<file path="config.mk">
export PLATFORM = sky130hd
export DESIGN_NAME = switch_debouncer
export DESIGN_NICKNAME = d
export VERILOG_FILES = /design/src/rtl/switch_debouncer.sv
export SDC_FILE = /design/constraint.sdc
export NUM_CORES = 1
export LEC_CHECK = 0
export BUFFER_PORTS_ARGS = -buffer_cell sky130_fd_sc_hd__buf_4
export CORE_MARGIN = 2
export CORE_UTILIZATION = 61
export CTS_CLUSTER_SIZE = 30
export DETAILED_ROUTE_END_ITERATION = 7
export HOLD_SLACK_MARGIN = 0.08
export PLACE_DENSITY = 0.91
export SYNTH_ARGS = -nofsm -noshare
export SYNTH_HDL_FRONTEND = slang
export SYNTH_SLANG_ARGS = --single-unit
</file>
<file path="constraint.sdc">
create_clock -name clk -period 2.3 [get_ports clk]
set_clock_uncertainty 0.05 [all_clocks]
set_input_delay 0.575 -clock clk [delete_from_list [all_inputs] [get_ports clk]]
set_output_delay 0.575 -clock clk [all_outputs]
set_load 0.02 [all_outputs]
</file>
<file path="src/rtl/switch_debouncer.sv">
// Switch conditioner: 2-flop synchroniser, per-bit stability filter, rising-edge pulses
// and a press/ack/release event FSM on one switch. Optional SWITCH_DEBOUNCER_DROP_CNT_EN adds evt_dropped.
module switch_debouncer #(
    parameter int N_SW       = 10,
    parameter int STABLE_CNT = 50000,
    parameter int EVT_BIT    = 8
) (
    input  logic            clk,
    input  logic            nReset,
    input  logic [N_SW-1:0] sw_in,
    output logic [N_SW-1:0] sw_db,
    output logic [N_SW-1:0] sw_rise,
    output logic            evt_pending,
    output logic [N_SW-1:0] evt_data,
`ifdef SWITCH_DEBOUNCER_DROP_CNT_EN
    output logic [7:0]      evt_dropped,
`endif
    input  logic            evt_ack
);

    localparam int CNT_W = $clog2(STABLE_CNT);
    localparam logic [CNT_W-1:0] CNT_MAX = CNT_W'(STABLE_CNT - 1);

    typedef enum logic [1:0] {IDLE, PENDING, WAIT_RELEASE} state_t;

    logic [N_SW-1:0]            s1;
    logic [N_SW-1:0]            s2;
    logic [N_SW-1:0][CNT_W-1:0] cnt;
    logic [N_SW-1:0]            db_next;
    state_t                     state;
    state_t                     state_next;
    logic                       capture;
    logic                       ack_taken;

    always_ff @(posedge clk or negedge nReset) begin
        if (!nReset) begin
            s1 <= '0;
            s2 <= '0;
        end else begin
            s1 <= sw_in;
            s2 <= s1;
        end
    end

    // A bit flips only on the cycle its mismatch count reaches the limit.
    always_comb begin
        db_next = sw_db;
        for (int i = 0; i < N_SW; i++) begin
            if (s2[i] != sw_db[i] && cnt[i] == CNT_MAX)
                db_next[i] = s2[i];
        end
    end

    always_ff @(posedge clk or negedge nReset) begin
        if (!nReset) begin
            cnt <= '0;
        end else begin
            for (int i = 0; i < N_SW; i++) begin
                if (s2[i] == sw_db[i] || cnt[i] == CNT_MAX)
                    cnt[i] <= '0;
                else
                    cnt[i] <= cnt[i] + 1'b1;
            end
        end
    end

    always_ff @(posedge clk or negedge nReset) begin
        if (!nReset) begin
            sw_db   <= '0;
            sw_rise <= '0;
        end else begin
            sw_db   <= db_next;
            sw_rise <= db_next & ~sw_db;
        end
    end

    always_ff @(posedge clk or negedge nReset) begin
        if (!nReset)
            state <= IDLE;
        else
            state <= state_next;
    end

    always_comb begin
        state_next = state;
        case (state)
            IDLE:         if (sw_rise[EVT_BIT]) state_next = PENDING;
            PENDING:      if (evt_ack) state_next = sw_db[EVT_BIT] ? WAIT_RELEASE : IDLE;
            WAIT_RELEASE: if (!sw_db[EVT_BIT]) state_next = IDLE;
            default:      state_next = IDLE;
        endcase
    end

    always_comb begin
        evt_pending = (state == PENDING);
        capture     = (state == IDLE) && sw_rise[EVT_BIT];
        ack_taken   = (state == PENDING) && evt_ack;
    end

    // Snapshot is only written from IDLE, so presses seen while busy are dropped.
    always_ff @(posedge clk or negedge nReset) begin
        if (!nReset)
            evt_data <= '0;
        else if (capture)
            evt_data <= sw_db;
    end

`ifdef SWITCH_DEBOUNCER_DROP_CNT_EN
    always_ff @(posedge clk or negedge nReset) begin
        if (!nReset)
            evt_dropped <= '0;
        else if (ack_taken)
            evt_dropped <= '0;
        else if (state == PENDING && sw_rise[EVT_BIT] && evt_dropped != 8'hFF)
            evt_dropped <= evt_dropped + 8'd1;
    end
`endif

endmodule
</file>
# After elaboration in Yosys (flattened, before gate mapping)
# Index checks and enable logic that the tools add are counted.
[op_classes] n_addsub=10 eq_ne=35 mux=25 bitwise_logic=2 reduce_logical=23
[ops] op="adder 16 x 1 -> 16 bit (second input constant)" count=10
[ops] op="equality test 16 bit (second input constant)" count=10
[ops] op="two-way mux 16 bit" count=10
[ops] op="logical AND 1 bit" count=11
[ops] op="AND 10 bit" count=1
[ops] op="equality test 1 bit" count=10
[ops] op="logical OR 1 bit" count=10
[ops] op="two-way mux 1 bit" count=10
[ops] op="!= test 1 bit" count=10
[ops] op="inverter 10 bit" count=1
[ops] op="two-way mux 2 bit" count=4
[ops] op="case mux 2 bit (3 select lines)" count=1
[ops] op="!= test 2 bit (second input constant)" count=2
[ops] op="AND reduction 3 bit" count=1
[ops] op="equality test 2 x 1 -> 1 bit (second input constant)" count=1
[ops] op="equality test 2 bit (second input constant)" count=1
[ops] op="logical NOT 2 bit" count=1
[ops] op="!= test 2 x 1 -> 1 bit (second input constant)" count=1
[word_totals] reg_bits=212 inputBits=13 wordCells=111

# Longest topological paths before layout
# Gate-level depths: netlist (run 1).
[logic_depth] depth_word=4 ltp_mapped=6 mapped_depth_nobuf=5

# Worst setup path after synthesis (run 1)
# No wires, ideal clock.
[synth_path] kind="register -> register" startpoint="register cnt[12] (netlist name)" endpoint="register sw_db[0]" setup_time_ns=0.125 t_arrival_ns=1.653 required_time_ns=2.125 path_slack_ns=0.472 path_stages_with_launch=5 n_path_buf=0 period_less_slack_ns=1.828 path_cell_list="dfrtp_1 -> nor4b_2 -> nand3_2 -> or4_4 -> mux2_4"
[synth_between] elab_chain_len=3
[synth_rtl] item="from (decl)" line="28" rtl="logic [N_SW-1:0][CNT_W-1:0] cnt;"
[synth_rtl] item="from (signal, indexed assignment)" line="62" rtl="cnt[i] <= cnt[i] + 1'b1;"
[synth_rtl] item="equality test 16 bit" line="49" rtl="if (s2[i] != sw_db[i] && cnt[i] == CNT_MAX)"
[synth_rtl] item="logical AND 1 bit" line="49"
[synth_rtl] item="two-way mux 1 bit" line="49"
[synth_rtl] item="via db_next[0]" line="29" rtl="logic [N_SW-1:0] db_next;"
[synth_rtl] item="to (signal assigned)" line="72" rtl="sw_db <= db_next;"
[synth_rtl] item="to (decl)" line="11" rtl="output logic [N_SW-1:0] sw_db,"
# The timed path passes the listed nets, and every way through them passes these cells.
# A chain may end at the register's enable or synchronous reset.

# Worst setup path after layout (run 1)
[layout_path] startpoint="register state[0]" endpoint="output port evt_pending"
[layout_between] elab_chain_len=1
[layout_rtl] item="from (decl)" line="30" rtl="state_t state;"
[layout_rtl] item="from (signal assigned)" line="81" rtl="state <= state_next;"
[layout_rtl] item="equality test 2 x 1 -> 1 bit" line="95" rtl="evt_pending = (state == PENDING);"
[layout_rtl] item="to (decl)" line="13" rtl="output logic evt_pending,"
# No other way between the ends.

==> impl_metrics.py, run 1 <==
metrics = {
    "route": {
        "dr.pass1.iters": 5,
        "antenna_left": 0,
        "drcViolationCount": 0,
        "dr_wl_met3_um": 656,
        "wl_per_cell_um": 15.0,
        "drtIter0Drc": 467,
        "wl_met1_um": 7990,
        "vias": 6681,
        "drt-vias-per-instance": 5.62,
        "wl_met2_um": 8840,
        "wl_um": 17900,
        "dr.max_layer_used": "met4",
    },
    "floorplan": {
        "core_area_sq_um": 15300,
        "fp.dieH_um": 129,
        "num_rows": 45,
        "dieArea_sq_um": 16800,
        "die_w_um": 129,
        "io_pins": 44,
        "start_util_pct": 62.7,
    },
    "yosys": {
        "syn-num-nets": 922,
        "ys_types": 41,
        "syn_avg_cell_area_sq_um": 10.7,
        "synthCells": 899,
        "synth_commonest_cells": "dfrtp_1 (212), nor2_1 (175), xnor2_1 (119)",
        "ys_seq_elements": 212,
        "ys_async_sr_fraction_pct": 100,
        "ys.flop_type": "dfrtp_1",
        "netlist.area_leader.share_pct": 55.2,
        "ys_warn_count": 0,
        "ys_seq_area_share_pct": 55.2,
        "post-synth-top-count-cell": "dfrtp_1",
        "synth_top_cell_by_area": "dfrtp_1",
        "syn_area_sq_um": 9610,
        "synth-edff-count": 0,
        "synth_area_leaders": "dfrtp_1 (55%), xnor2_1 (11%), nor2_1 (6.8%), nand4_1 (3.0%), nand3_1 (2.8%)",
    },
    "timing": {
        "worst_slew_pin_slew_ns": 0.497,
        "max_clock_freq_mhz": 522,
        "setup_viol": 0,
        "finalCriticalPeriod_ns": 1.92,
        "post-route-period-util_pct": 83.3,
        "drv_slew": 0,
        "slew_headroom_pct": 66.8,
        "rsz0062_at_grt": "no",
        "finalHoldViolations": 0,
        "final.setup.tns_ns": 0,
    },
    "clock_network": {
        "cts-root-buf": "clkbuf_16",
        "clkLatencyLatePin_ns": 0.51,
        "cts_tree": "done",
        "htreeDepth": 1,
        "cts_resized": 0,
        "post_cts_buffers": 0,
        "clockBufferDepth": 3,
        "clkSinkCount": 212,
        "clk_pin_slew_ns": 0.06,
        "ctsHoldBuffers": 1,
        "numCtsBuffers": 22,
    },
    "place": {
        "gp_congestion": 0.918,
        "dp_hpwl_um": 11900,
        "io_buffers": 43,
    },
    "cells_and_area": {
        "nFillCells": 1067,
        "final_core_util_pct": 71.6,
        "layout.nets": 989,
        "drive_gt1_share_pct": 12.9,
        "syn_to_final_growth_pct": 14.1,
        "antennaDiodeCount": 0,
    },
    "critical_path": {
        "crit_fanout": 3,
        "startpoint_type": "flop",
        "required_ns": 1.67,
        "critPathKind": "reg -> out",
        "arrival_ns": 1.29,
        "endpoint_kind": "output port",
    },
    "grt": {
        "grt_max_degree": 58,
        "antenna_found_initial": 0,
        "overflow": 0,
        "grt_pass1_wl_um": 31400,
        "global_route.usage.total_pct": 22.9,
        "grt_pass1_vias": 6715,
    },
    "power": {
        "irDropWorstVdd_mv": 0.648,
        "p_leak_nw": 4.57,
        "powerDensity_nw_per_um2": 683,
    },
    "run_status": {
        "status": "completed",
    },
    "flow_run": {
        "maxCapViolCount": 0,
    },
    "min_path": {
        "holdCritPathClass": "in -> reg",
    },
}
[metrics by stage]
| stage | instances | area, sq um | hold slack (ns) | worst slack, ns | power, mW |
|---|---|---|---|---|---|
| after detailed placement | 1152 | 10300 | 0.289 | 0.408 | 4.16 |
| after floorplan | 899 | 9610 | 0.229 | 0.472 | 4.01 |
| after global placement | 1152 | 10300 | 0.284 | 0.446 | 4.15 |
| final | 1189 | 11000 | 0.116 | 0.384 | 7.49 |
| after CTS | 1189 | 11000 | 0.0992 | 0.357 | 7.56 |
| after global routing | 1189 | 11000 | 0.101 | 0.228 | 7.76 |
[critical path, cell delays in order, from the launching register on]
cell	delay, ns
dfrtp_1	0.38
nor2b_1	0.22
buf_4	0.18
[logic make-up (layout without fill, tap and decap cells)]
kind of cell             count (synthesis)  in the layout  share of synthesized area, %
buffers and inverters                   44            123                          1.86
adder cells (fa/ha/maj)                 10             10                          1.30
XOR/XNOR                               145            145                          13.2
multiplexers                            20             20                          2.42
AO/OA/AOI/OAI                           15             15                          1.69
flip-flops                             212            212                          55.2
AND/OR/NAND/NOR                        453            453                          24.3
[metal layers]
metal	vias to the layer above	GRT usage (%)
li1	3241	-
met1	3276	31.2
met2	132	38.3
met3	32	3.55
met4	0	7.34
met5	-	0
[cell usage in the layout, fill, tap and decap left out, types with 3 or more instances in the layout]
cell type	count
nor3_1	39
xor2_1	26
nand4_1	46
o41ai_4	3
xnor2_1	119
nor4bb_1	10
clkbuf_16	22
nor2_1	175
mux2_2	17
and3_1	11
inv_1	31
nor2b_1	3
clkinv_2	3
buf_4	51
nor3b_1	9
nand3_2	3
ha_1	10
or4_4	3
nor4b_1	5
a21oi_1	6
nor4_1	38
nand3_1	54
dfrtp_1	212
clkbuf_1	6
buf_12	3
nand4bb_1	3
nand2_1	37
[final timing paths]
| check | from | end | slack (ns) | cells after the start |
|---|---|---|---|---|
| setup / recovery | state[0]$_DFFE_PN0P_ | evt_pending | 0.38 | 2 |
| hold / removal | sw_in[2] | s1[2]$_DFF_PN0_ | 0.12 | 1 |
| setup reg to reg | cnt[12]$_DFF_PN0_ | sw_db[0]$_DFF_PN0_ | 0.39 | 4 |
| hold reg to reg | s1[8]$_DFF_PN0_ | s2[8]$_DFF_PN0_ | 0.30 | 0 |
| max in group asynchronous | nReset | cnt[10]$_DFF_PN0_ | 1.04 | 3 |
| min in group asynchronous | nReset | cnt[29]$_DFF_PN0_ | 0.53 | 2 |
[flip-flops by register name (all words and copies together) (netlist names)]
signal and flops:
cnt 160, evt_data 10, s1 10, s2 10, state 2, sw_db 10
sw_rise 10
[final cells by class]
class,count,area (sq um),share of cell area [%]
multi-input combinational,643,4130,37.6
tap,211,264,2.41
clock inverter,7,98.8,0.902
timing repair buffer,56,467,4.26
clock buffer,29,587,5.35
inverter,31,116,1.06
sequential,212,5310,48.4
[power breakdown]
part	switching [mW]	internal [mW]
logic	0.149	0.0854
clock network	1.39	2.02
registers	0.0587	3.79
(Power assumes the default switching activity.)
==> run 2: changes to the inputs <==
- clock period: 2.3 -> 1.86 ns (I/O delays scaled with it)
==> impl_metrics.py, run 2 (same netlist as run 1, synthesis figures left out) <==
metrics = {
    "floorplan": {
        "io_pins": 44,
        "start_util_pct": 62.7,
        "core_area_sq_um": 15300,
        "die_w_um": 129,
        "dieArea_sq_um": 16800,
        "num_rows": 45,
        "fp.dieH_um": 129,
    },
    "power": {
        "swShare_pct": 20.4,
        "p_leak_nw": 4.91,
        "irDropWorstVdd_mv": 0.890,
        "powerDensity_nw_per_um2": 854,
        "p_comb_share_pct": 3.4,
        "pwr-share-clk_pct": 48.5,
        "power.switching_mw": 2.02,
        "p_seq_share_pct": 48.1,
        "p_int_mw": 7.89,
    },
    "clock_network": {
        "clk_pin_slew_ns": 0.06,
        "clkSinkCount": 212,
        "clkLatencyLatePin_ns": 0.50,
        "cts-root-buf": "clkbuf_16",
        "cts_tree": "done",
        "htreeDepth": 1,
        "clockBufferDepth": 3,
        "numCtsBuffers": 22,
    },
    "cells_and_area": {
        "largest_register": "cnt",
        "final_cell_mix": "dfrtp_1 (212), nor2_1 (175), xnor2_1 (119)",
        "final_area_sq_um": 11600,
        "final_common_cell": "dfrtp_1",
        "layout.nets": 1039,
        "largest_reg_flops": 160,
        "syn_to_final_growth_pct": 20.8,
        "nFillCells": 916,
        "drive_gt1_share_pct": 17.9,
        "antennaDiodeCount": 0,
    },
    "place": {
        "gp_congestion": 0.886,
        "io_buffers": 43,
        "dp_hpwl_um": 12600,
        "post_dp_cell_area_sq_um": 10600,
    },
    "critical_path": {
        "endpoint_kind": "flop",
        "startpoint": "cnt[84]$_DFF_PN0_",
        "required_ns": 2.19,
        "r2r_end": "sw_db[5]$_DFF_PN0_",
        "ff2ff_path_depth": 4,
        "reg2reg_slack_ns": -0.06,
        "arrival_ns": 2.26,
        "startpoint_type": "flop",
        "crit_fanout": 3,
        "critPathKind": "reg -> reg",
        "r2r-start": "cnt[84]$_DFF_PN0_",
    },
    "route": {
        "drtIter0Drc": 653,
        "antenna_left": 0,
        "dr.pass1.iters": 5,
        "wl_per_cell_um": 16.5,
        "drcViolationCount": 0,
        "wl_um": 20500,
        "drt-vias-per-instance": 5.80,
        "vias": 7201,
    },
    "grt": {
        "grt_max_degree": 49,
        "met3_usage_pct": 4.17,
        "antenna_found_initial": 0,
        "global_route.usage.total_pct": 25.3,
        "overflow": 0,
        "grt_pass1_vias": 7226,
        "gr-max-usage-layer": "met2",
        "met1_usage_pct": 33.0,
        "use_met2_pct": 44.2,
        "grt_pass1_wl_um": 34400,
    },
    "timing": {
        "fin_ws_ns": -0.0640,
        "finalHoldViolations": 0,
        "setup_viol": 1,
        "max_clock_freq_mhz": 520,
        "post-route-period-util_pct": 103,
        "final.setup.tns_ns": -0.0640,
        "worst_slew_pin_slew_ns": 0.495,
        "drv_slew": 0,
        "finalCriticalPeriod_ns": 1.92,
        "rsz0062_at_grt": "yes",
        "slew_headroom_pct": 66.7,
    },
    "min_path": {
        "holdCritPathClass": "in -> reg",
        "min_to": "state[1]$_DFFE_PN0P_",
        "min_from": "evt_ack",
        "hold_depth": 3,
    },
    "flow_run": {
        "maxCapViolCount": 0,
    },
    "run_status": {
        "status": "complete, but fails checks",
        "violations": "negative setup slack",
    },
}
==> run 2: changes by cell type in the layout (fill, tap and decap cells not counted), sizes merged <==
cell and change:
buf +40, dlygate4sd3 +10, bufinv +2, clkbuf +1, clkinv -1
==> run 2: cell type report <==
| type | count | area (sq um) | area share (%) |
|---|---|---|---|
| sequential | 212 | 5310 | 45.7 |
| multi-input combinational | 643 | 4220 | 36.4 |
| timing repair buffer | 106 | 880 | 7.58 |
| clock buffer | 30 | 672 | 5.79 |
| tap | 211 | 264 | 2.28 |
| clock inverter | 8 | 143 | 1.23 |
| inverter | 31 | 116 | 1.00 |
==> run 2: critical path: stages, from the launching register on <==
cell	delay (ns)
dfrtp_1	0.42
nor4b_4	0.33
nand3_2	0.13
or4_4	0.56
mux2_4	0.32
==> run 2: worst max-delay path by stage <==
stage	endpoint	depth (start not counted)
CTS	sw_db[5]$_DFF_PN0_	4
global placement	sw_db[0]$_DFF_PN0_	4
detailed placement	sw_db[5]$_DFF_PN0_	4
floorplan	sw_db[5]$_DFF_PN0_	4
global route	sw_db[5]$_DFF_PN0_	4
finish	sw_db[5]$_DFF_PN0_	4
==> run 2: metal layers <==
metal,vias to the layer above,part of all wire (%)
met2,259,51
met5,-,0
met1,3546,41
li1,3332,-
met3,64,5.2
met4,0,2.9
==> run 2: stage by stage <==
stage | setup slack, ns | utilization (%) | cells | hold slack (ns) | power, mW
6_report | -0.0640 | 75.8 | 1241 | 0.188 | 9.90
5_1_grt | -0.108 | 75.8 | 1241 | 0.203 | 10.2
4_1_cts | -0.0243 | 75.2 | 1240 | 0.173 | 9.99
3_5_place_dp | 0.00685 | 69.0 | 1190 | 0.286 | 5.16
3_3_place_gp | 0.0656 | 69.0 | 1190 | 0.282 | 5.14
2_1_floorplan | 0.0323 | - | 899 | 0.119 | 4.96
==> run 2: power groups by stage <==
stage | logic (mW) | registers, mW | clock network (mW)
final | 0.334 | 4.76 | 4.81
after global routing | 0.381 | 4.77 | 5.09
after CTS | 0.338 | 4.76 | 4.89
after detailed placement | 0.314 | 4.84 | 0
after global placement | 0.303 | 4.84 | 0
after floorplan | 0.138 | 4.83 | 0
==> run 2: what timing repair did <==
item                                    CTS  global route
buffers inserted                          1             1
pin swaps                                 1             2
resized for setup                         2            13
hold buffers                             11             0
hold endpoints to repair                 43             0
endpoints found under the setup margin    4            41
